File: src/rtl/m72_bus_pkg.sv
// Shared types for the M72 programmable chip-select decoder.
// Struct fields are sized for the V30's 20-bit bus and the widest wait count; narrower instances zero-extend.
package m72_bus_pkg;

  localparam int ADDR_MAX_W = 20;
  localparam int WAIT_MAX_W = 4;

  typedef struct packed {
    logic                  en;
    logic                  io;
    logic [ADDR_MAX_W-1:0] base;
    logic [ADDR_MAX_W-1:0] mask;
    logic [WAIT_MAX_W-1:0] wait_st;
  } region_cfg_t;

  typedef enum logic [1:0] {
    IDLE  = 2'd0,
    WAIT  = 2'd1,
    READY = 2'd2
  } bus_state_t;

endpackage

File: src/rtl/m72_region_table.sv
// Runtime-loadable decode table: register array, per-region match and
// lowest-index priority encode of the matching region's index and wait count.
module m72_region_table
  import m72_bus_pkg::*;
#(
  parameter int NUM_REGIONS = 8,
  parameter int ADDR_W      = 20,
  parameter int WAIT_W      = 4,
  parameter int IDX_W       = (NUM_REGIONS > 1) ? $clog2(NUM_REGIONS) : 1
) (
  input  logic              clk,
  input  logic              rst_n,
  input  logic              cfg_we,
  input  logic [IDX_W-1:0]  cfg_idx,
  input  logic              cfg_en,
  input  logic              cfg_io,
  input  logic [ADDR_W-1:0] cfg_base,
  input  logic [ADDR_W-1:0] cfg_mask,
  input  logic [WAIT_W-1:0] cfg_wait,
  input  logic [ADDR_W-1:0] bus_addr,
  input  logic              bus_m_io,
  output logic              hit_any,
  output logic [IDX_W-1:0]  hit_idx,
  output logic [WAIT_W-1:0] hit_wait
);

  region_cfg_t            tbl_q [NUM_REGIONS];
  region_cfg_t            tbl_d [NUM_REGIONS];
  logic [NUM_REGIONS-1:0] hit_vec;

  always_comb begin
    tbl_d = tbl_q;
    for (int i = 0; i < NUM_REGIONS; i++) begin
      if (cfg_we && (cfg_idx == IDX_W'(i))) begin
        tbl_d[i].en      = cfg_en;
        tbl_d[i].io      = cfg_io;
        tbl_d[i].base    = ADDR_MAX_W'(cfg_base);
        tbl_d[i].mask    = ADDR_MAX_W'(cfg_mask);
        tbl_d[i].wait_st = WAIT_MAX_W'(cfg_wait);
      end
    end
  end

  always_ff @(posedge clk or negedge rst_n) begin
    if (!rst_n) begin
      for (int i = 0; i < NUM_REGIONS; i++) tbl_q[i] <= '0;
    end else begin
      tbl_q <= tbl_d;
    end
  end

  // Decode reads tbl_q, so a same-cycle write is only seen by the next access.
  always_comb begin
    hit_vec = '0;
    for (int i = 0; i < NUM_REGIONS; i++) begin
      hit_vec[i] = tbl_q[i].en
                && (((ADDR_W'(tbl_q[i].base) ^ bus_addr) & ADDR_W'(tbl_q[i].mask)) == '0)
                && (tbl_q[i].io == ~bus_m_io);
    end
  end

  always_comb begin
    hit_any  = |hit_vec;
    hit_idx  = '0;
    hit_wait = '0;
    for (int i = NUM_REGIONS - 1; i >= 0; i--) begin
      if (hit_vec[i]) begin
        hit_idx  = IDX_W'(i);
        hit_wait = WAIT_W'(tbl_q[i].wait_st);
      end
    end
  end

endmodule

File: src/rtl/m72_bus_decoder.sv
// Programmable chip-select decoder: latches the winning region on bus_start,
// counts its wait states on ce, then holds ready and cs until bus_end.
//   state | meaning
//   IDLE  | no bus cycle; waiting for bus_start
//   WAIT  | region selected, wait counter running
//   READY | ready asserted (hit or open-bus miss) until bus_end
module m72_bus_decoder
  import m72_bus_pkg::*;
#(
  parameter int NUM_REGIONS = 8,
  parameter int ADDR_W      = 20,
  parameter int WAIT_W      = 4,
  parameter int IDX_W       = (NUM_REGIONS > 1) ? $clog2(NUM_REGIONS) : 1
) (
  input  logic                   CLK_32M,
  input  logic                   reset_n,
  input  logic                   ce,
  input  logic                   cfg_we,
  input  logic [IDX_W-1:0]       cfg_idx,
  input  logic                   cfg_en,
  input  logic                   cfg_io,
  input  logic [ADDR_W-1:0]      cfg_base,
  input  logic [ADDR_W-1:0]      cfg_mask,
  input  logic [WAIT_W-1:0]      cfg_wait,
  input  logic                   bus_start,
  input  logic [ADDR_W-1:0]      bus_addr,
  input  logic                   bus_m_io,
  input  logic                   bus_end,
  output logic [NUM_REGIONS-1:0] cs,
  output logic [IDX_W-1:0]       hit_idx,
  output logic                   ready,
  output logic                   miss,
  output logic                   busy
);

  logic                   tbl_hit;
  logic [IDX_W-1:0]       tbl_idx;
  logic [WAIT_W-1:0]      tbl_wait;

  bus_state_t             state_q;
  logic [NUM_REGIONS-1:0] cs_q;
  logic [IDX_W-1:0]       idx_q;
  logic [WAIT_W-1:0]      cnt_q;
  logic                   ready_q;
  logic                   miss_q;
  logic                   busy_q;

  m72_region_table #(
    .NUM_REGIONS (NUM_REGIONS),
    .ADDR_W      (ADDR_W),
    .WAIT_W      (WAIT_W),
    .IDX_W       (IDX_W)
  ) u_table (
    .clk      (CLK_32M),
    .rst_n    (reset_n),
    .cfg_we   (cfg_we),
    .cfg_idx  (cfg_idx),
    .cfg_en   (cfg_en),
    .cfg_io   (cfg_io),
    .cfg_base (cfg_base),
    .cfg_mask (cfg_mask),
    .cfg_wait (cfg_wait),
    .bus_addr (bus_addr),
    .bus_m_io (bus_m_io),
    .hit_any  (tbl_hit),
    .hit_idx  (tbl_idx),
    .hit_wait (tbl_wait)
  );

  always_ff @(posedge CLK_32M or negedge reset_n) begin
    if (!reset_n) begin
      state_q <= IDLE;
      cs_q    <= '0;
      idx_q   <= '0;
      cnt_q   <= '0;
      ready_q <= 1'b0;
      miss_q  <= 1'b0;
      busy_q  <= 1'b0;
    end else begin
      miss_q <= 1'b0;
      unique case (state_q)
        IDLE: begin
          if (bus_start) begin
            busy_q <= 1'b1;
            if (tbl_hit) begin
              idx_q <= tbl_idx;
              cnt_q <= tbl_wait;
              cs_q  <= NUM_REGIONS'(1) << tbl_idx;
              if (tbl_wait == '0) begin
                state_q <= READY;
                ready_q <= 1'b1;
              end else begin
                state_q <= WAIT;
              end
            end else begin
              // Open bus: complete the cycle with no select so the CPU never stalls.
              idx_q   <= '0;
              miss_q  <= 1'b1;
              ready_q <= 1'b1;
              state_q <= READY;
            end
          end
        end
        WAIT: begin
          if (bus_end) begin
            state_q <= IDLE;
            cs_q    <= '0;
            busy_q  <= 1'b0;
          end else if (ce) begin
            cnt_q <= cnt_q - WAIT_W'(1);
            if (cnt_q == WAIT_W'(1)) begin
              state_q <= READY;
              ready_q <= 1'b1;
            end
          end
        end
        READY: begin
          if (bus_end) begin
            state_q <= IDLE;
            cs_q    <= '0;
            ready_q <= 1'b0;
            busy_q  <= 1'b0;
          end
        end
        default: state_q <= IDLE;
      endcase
    end
  end

  assign cs      = cs_q;
  assign hit_idx = idx_q;
  assign ready   = ready_q;
  assign miss    = miss_q;
  assign busy    = busy_q;

endmodule

File: config.mk
export PLATFORM = sky130hd
export DESIGN_NAME = m72_bus_decoder
export DESIGN_NICKNAME = d
export VERILOG_FILES = /design/src/rtl/m72_bus_pkg.sv /design/src/rtl/m72_region_table.sv /design/src/rtl/m72_bus_decoder.sv
export SDC_FILE = /design/constraint.sdc
export NUM_CORES = 1
export LEC_CHECK = 0
export BUFFER_PORTS_ARGS = -buffer_cell sky130_fd_sc_hd__clkbuf_2
export CAP_MARGIN = 20
export CORE_ASPECT_RATIO = 1.75
export CORE_MARGIN = 3
export CORE_UTILIZATION = 56
export DETAILED_ROUTE_END_ITERATION = 8
export GPL_TIMING_DRIVEN = 0
export PLACE_DENSITY = 0.77
export SLEW_MARGIN = 20
export SYNTH_ARGS = -nofsm -noshare
export SYNTH_HDL_FRONTEND = slang
export SYNTH_SLANG_ARGS = --single-unit
File: constraint.sdc
create_clock -name CLK_32M -period 2.65 [get_ports CLK_32M]
set_input_delay 0.1325 -clock CLK_32M [delete_from_list [all_inputs] [get_ports CLK_32M]]
set_output_delay 0.1325 -clock CLK_32M [all_outputs]
set_load 0.005 [all_outputs]
Word-level counts from Yosys, hierarchy flattened
Index checks and enable logic that the tools add are counted.
{"block": "op_classes", "addsub": 1, "n_mul": 0, "n_div": 0, "order_cmp": 0, "n_eq_ne": 28, "n_shift": 1, "mux": 47, "bitwise_logic": 17, "reduce_logical": 46}
{"operator": "bitwise AND 20 bit", "count": 8}
{"operator": "logical NOT 20 bit", "count": 8}
{"operator": "bitwise XOR 20 bit", "count": 8}
{"operator": "2-to-1 mux 4 bit", "count": 12}
{"operator": "2-to-1 mux 3 bit", "count": 9}
{"operator": "logical AND 1 bit", "count": 24}
{"operator": "2-to-1 mux 8 bit", "count": 3}
{"operator": "case mux 8 bit (2 select lines)", "count": 1}
{"operator": "2-to-1 mux 2 bit", "count": 7}
{"operator": "== test 3 bit, second input constant", "count": 4}
{"operator": "!= test 2 bit, second input constant", "count": 6}
{"operator": "2-to-1 mux 1 bit", "count": 11}
{"operator": "!= test 3 bit, second input constant", "count": 3}
{"operator": "== test 1 bit", "count": 8}
{"operator": "case mux 4 bit (2 select lines)", "count": 1}
{"operator": "AND reduction 4 bit", "count": 2}
{"operator": "OR reduction 8 bit", "count": 1}
{"operator": "<< shifter 1 x 3 -> 8 bit, first input constant", "count": 1}
{"operator": "AND reduction 7 bit", "count": 1}
{"operator": "== test 3 x 2 -> 1 bit, second input constant", "count": 2}
{"operator": "case mux 2 bit (3 select lines)", "count": 1}
{"operator": "AND reduction 5 bit", "count": 1}
{"operator": "== test 4 x 1 -> 1 bit, second input constant", "count": 1}
{"operator": "logical NOT 4 bit", "count": 1}
{"operator": "15 further kinds", "count": 16}
{"block": "word_totals", "regBits": 388, "latch_bits": 0, "mem_bits_rw": 0, "romBits": 0, "wordCells": 187, "mem_count": 0}

Logic depth before layout (Yosys ltp)
{"block": "depth", "depth_word": 18, "depth_mapped": 11}

By module
From an unflattened synthesis, not the netlist that was laid out.
{"block": "hier_totals", "cells_unflattened": 1271, "area_unflattened_um2": 17536.8}
{"module": "m72_region_table", "instances": 1, "cells_per_inst": 1164, "area_per_inst_um2": 16420.7, "seq_area_each_um2": 9208.8}
{"module": "m72_bus_decoder", "instances": 1, "cells_per_inst": 107, "area_per_inst_um2": 1116.1, "seq_area_each_um2": 500.5}

Worst setup path after synthesis
Ideal clock, no wire load.
{"block": "synth_timing", "path_kind": "reg-to-reg", "start": "register u_table.tbl_q[78] in the netlist's numbering", "end": "register ready_q, in the netlist ready", "setup_time_ns": 0.079, "arrival_time_ns": 2.533, "required_ns": 2.571, "slack_ns": 0.038, "stages_incl_launch_ff": 11, "path_buffers": 0, "synth_period_minus_slack_ns": 2.612, "path_cell_list": "dfrtp_1 xor2_1 a222oi_1 nand3_1 or3_4 and2_4 a221o_1 o211ai_2 nand4_2 a21oi_1 mux2i_1"}
{"block": "synth_between", "elab_chain_len": 15}
{"element": "start: declaration", "line": "m72_region_table.sv:27", "source": "region_cfg_t tbl_q [NUM_REGIONS];"}
{"element": "start signal: assignment", "line": "m72_region_table.sv:48", "source": "tbl_q <= tbl_d;"}
{"element": "bitwise XOR 20 bit *", "line": "m72_region_table.sv:57", "source": "&& (((ADDR_W'(tbl_q[i].base) ^ bus_addr) & ADDR_W'(tbl_q[i].mask)) == '0)"}
{"element": "bitwise AND 20 bit *", "line": "m72_region_table.sv:57"}
{"element": "logical NOT 20 bit *", "line": "m72_region_table.sv:57"}
{"element": "logical AND 1 bit *", "line": "m72_region_table.sv:57"}
{"element": "logical AND 1 bit *", "line": "m72_region_table.sv:58", "source": "&& (tbl_q[i].io == ~bus_m_io);"}
{"element": "2-to-1 mux 4 bit (7 in series)", "line": "m72_region_table.sv:67", "source": "if (hit_vec[i]) begin"}
{"element": "logical NOT 4 bit", "line": "m72_bus_decoder.sv:89", "source": "if (tbl_wait == '0) begin"}
{"element": "!= test 3 bit (no source line)"}
{"element": "AND reduction 7 bit (no source line)"}
{"element": "end signal: assignment", "line": "m72_bus_decoder.sv:91", "source": "ready_q <= 1'b1;"}
{"element": "end signal: assignment", "line": "m72_bus_decoder.sv:99", "source": "ready_q <= 1'b1;"}
{"element": "end signal: assignment", "line": "m72_bus_decoder.sv:113", "source": "ready_q <= 1'b1;"}
{"element": "end: declaration", "line": "m72_bus_decoder.sv:44", "source": "logic ready_q;"}
Mark *: on every way between the ends. The rest lies on a longest branch, timed or not. The select of a mux whose other input is x is not followed.
A chain may end at the register's enable or synchronous reset.

Final worst setup path
{"block": "layout_timing", "start": "register u_table.tbl_q[173] in the netlist's numbering", "end": "register cnt_q[2]"}
{"block": "layout_between", "elab_chain_len": 13}
{"element": "bitwise XOR 20 bit *", "line": "m72_region_table.sv:57"}
{"element": "bitwise AND 20 bit *", "line": "m72_region_table.sv:57"}
{"element": "logical NOT 20 bit *", "line": "m72_region_table.sv:57"}
{"element": "logical AND 1 bit *", "line": "m72_region_table.sv:57"}
{"element": "logical AND 1 bit *", "line": "m72_region_table.sv:58"}
{"element": "2-to-1 mux 4 bit (5 in series)", "line": "m72_region_table.sv:67"}
{"element": "2-to-1 mux 4 bit", "line": "m72_bus_decoder.sv:85", "source": "if (tbl_hit) begin"}
{"element": "2-to-1 mux 4 bit", "line": "m72_bus_decoder.sv:83", "source": "if (bus_start) begin"}
{"element": "case mux 4 bit (2 select lines)", "line": "m72_bus_decoder.sv:81", "source": "unique case (state_q)"}
{"element": "end signal: assignment", "line": "m72_bus_decoder.sv:87", "source": "cnt_q <= tbl_wait;"}
{"element": "end signal: assignment", "line": "m72_bus_decoder.sv:110", "source": "cnt_q <= cnt_q - WAIT_W'(1);"}
{"element": "end: declaration", "line": "m72_bus_decoder.sv:43", "source": "logic [WAIT_W-1:0] cnt_q;"}
Marked as above.

==> metrics.csv <==
metric,value,unit
seq_power_share,46.2,%
clockBufferDepth,3,
p_per_area,850,nW/um^2
slew_violations,0,
synth_seq_area_share,54.4,%
fin_crit_sh,115,%
drtAntennaViolNets,0,
clockPowerShare,29.6,%
ir_worst_vdd,0.665,mV
avgRoutedWirePerCell,27.4,um
route.detailed.drc,0,
grt_start_max_net_pins,93,
synthFlopType,dfrtp_1,
die_area,34100,sq um
p_comb_share,24.2,%
grt_first_pass_wirelength,77.5,mm
ys_warn_count,0,
setup_viol,15,
end_kind,register,
async_reset_ff_share,100,%
synth_cell_type_count,56,
cts_max_level,2,
rr_endpoint,cnt_q[2],
p_leak,0.00913,uW
tightest_slew,1.18,ns
track_usage,30.5,%
min_path_type,primary input to register,
fin_area,20700,sq um
synthesis.nets,1415,
internal_power,12300,uW
skew,0.0193,ns
cts_root_buffer,clkbuf_16,
area_growth,16.3,%
synth-edff-count,0,
multi_input_area,8170,sq um
reg2reg_depth,11,
pin_count,90,
crit_required,3.06,ns
drive_above_1_share,40.8,%
min_from,cfg_base[18],
cp_max_fo,2,
criticalPathCategory,register to register,
placed_area,18800,sq um
whs_path_depth,2,
first_pass_iters,5,
portBuffers,66,
place_ws,-0.858,ns
start_kind,register,
antenna_cells,0,
violations,negative setup slack,
fin_crit,3.04,ns
coreArea,31100,sq um
grt-ovfl-total,0,
p_sw_share,30.5,%
status,"finished, violations left",
cap_violations,0,
syn_avg_cell_area,13.4,sq um
final_cell_mix,"dfrtp_1, mux2_2, xor2_1",
grt_antenna_before_repair,0,
ys_ff_latch,388,
via_count,12100,
post-dp-hpwl,36.9,mm
regToRegSetupSlack,-0.39,ns
cts.sinks,388,
rsz0062_at_grt,yes,
initial_core_util,57.4,%
min_to,u_table.tbl_q[226],
routed_wl,52.2,mm
rows,85,
grt_pass1_vias,12500,
slew_headroom,21.3,%
first_iter_violations,886,
cts_tree,yes,
r2r_start,u_table.tbl_q[173],
clock_latency,0.53,ns
arrival,3.45,ns
power.switching,5380,uW
finalHoldViolCount,0,
die_h,242,um
syn_inst,1333,
chipWidth,141,um
place.gp.congestion,0.961,
syn_area,17800,sq um
path_clk_slew,0.07,ns
layout.nets,1572,
num-fill-cells,2298,
seq_area,9710,sq um
final_common_cell,dfrtp_1,
setup_ws,-0.386,ns
fmax,329,MHz
vias_per_cell,6.35,
cts_inserted_buffers,35,
-- routing by layer --
| metal | global-route usage (%) | part of all wire, % |
|---|---|---|
| met1 | 35.6 | 36 |
| met2 | 51.9 | 50 |
| met3 | 4.56 | 5.2 |
| met4 | 19.6 | 8.2 |
| met5 | 0 | 0 |
-- through the flow --
step           std cells  power, uW  hold slack (ns)  util, %  TNS [ns]
2_1_floorplan       1333      10600           -0.163        -         0
3_3_place_gp        1790      11800            0.436     60.1  -2721.65
3_5_place_dp        1796      12000            0.129     60.6    -13.49
4_1_cts             1893      17500        0.0000984     66.1     -1.99
5_1_grt             1905      18400          0.00731     66.8     -4.48
6_report            1905      17600          0.00755     66.8     -2.48
-- synthesized netlist by cell type, types with 4 or more instances --
library cell | number | area [sq um]
nor4_1 | 12 | 75.1
mux2_2 | 363 | 4090
a21oi_1 | 13 | 65.1
and2_1 | 6 | 37.5
nand2b_1 | 8 | 50.1
a22o_1 | 7 | 61.3
nand3_1 | 19 | 95.1
buf_2 | 18 | 90.1
a222oi_1 | 12 | 120
nand4_1 | 23 | 144
nand2_1 | 38 | 143
a22oi_1 | 84 | 631
xnor2_1 | 4 | 35.0
o31ai_1 | 5 | 37.5
nor2_1 | 11 | 41.3
a211oi_1 | 8 | 60.1
inv_1 | 18 | 67.6
nor3_1 | 10 | 50.1
xor2_1 | 164 | 1440
dfrtp_1 | 388 | 9710
o21ai_0 | 19 | 95.1
ha_1 | 6 | 75.1
and3_1 | 5 | 31.3
clkbuf_1 | 41 | 154
mux2i_1 | 4 | 40.0
-- critical path, cell delays in order (launching register included) --
cell and delay [ns]:
dfrtp_1 0.39, xor2_1 0.16, a222oi_1 0.56, nand4_1 0.20, or4_4 0.58, a221oi_2 0.26, o31ai_1 0.11, nand2_1 0.18
buf_4 0.14, buf_4 0.10, a21oi_2 0.05, o22a_1 0.19
-- kinds of logic (layout without fill, tap and decap cells) --
logic type / after synthesis / after routing / share of synthesized area [%]
AO/OA/AOI/OAI: 171 / 171 / 7.13
multiplexers: 367 / 367 / 23.1
buffers and inverters: 80 / 261 / 1.89
XOR/XNOR: 168 / 168 / 8.25
AND/OR/NAND/NOR: 153 / 153 / 4.73
adder cells (fa/ha/maj): 6 / 6 / 0.421
flip-flops: 388 / 388 / 54.4
-- what timing repair did --
action,4_1_cts,5_1_grt
endpoints found under the hold margin,106,0
hold buffers,14,0
setup buffers,22,12
resized for setup,46,33
setup endpoints to repair,19,17
pin swaps,21,24
-- how the worst max path moves through the flow --
stage / startpoint / cells past startpoint / endpoint / slack [ns]
CTS: u_table.tbl_q[173] / 10 / ready / -0.31
global placement: reset_n / 1 / u_table.tbl_q[306] / -7.01
finish: u_table.tbl_q[173] / 11 / cnt_q[2] / -0.39
floorplan: u_table.tbl_q[78] / 10 / ready / 0.04
detailed placement: u_table.tbl_q[32] / 8 / cs[4] / -0.86
global route: u_table.tbl_q[173] / 10 / ready / -0.53
-- area by class of cell --
| class | count | area share [%] |
|---|---|---|
| buffer | 62 | 1.31 |
| clock buffer | 48 | 4.94 |
| clock inverter | 13 | 0.694 |
| inverter | 18 | 0.326 |
| multi-input combinational | 865 | 39.4 |
| sequential | 388 | 46.8 |
| tap | 391 | 2.36 |
| timing repair buffer | 120 | 4.22 |
-- registers in the layout, indices dropped and copies added (netlist names) --
| name | count |
|---|---|
| hit_idx | 3 |
| miss | 1 |
| ready | 1 |
| u_table.tbl_q | 368 |
| cs | 8 |
| busy | 1 |
| cnt_q | 4 |
| state_q | 2 |
-- power groups by stage --
| stage | Sequential, uW | Clock (uW) | Combinational (uW) |
|---|---|---|---|
| 2_1_floorplan | 7960 | 0 | 2650 |
| 6_report | 8150 | 5220 | 4270 |
| 3_3_place_gp | 8130 | 0 | 3700 |
| 4_1_cts | 8110 | 5280 | 4120 |
| 5_1_grt | 8290 | 5490 | 4590 |
| 3_5_place_dp | 8200 | 0 | 3840 |
(Power assumes the default switching activity.)
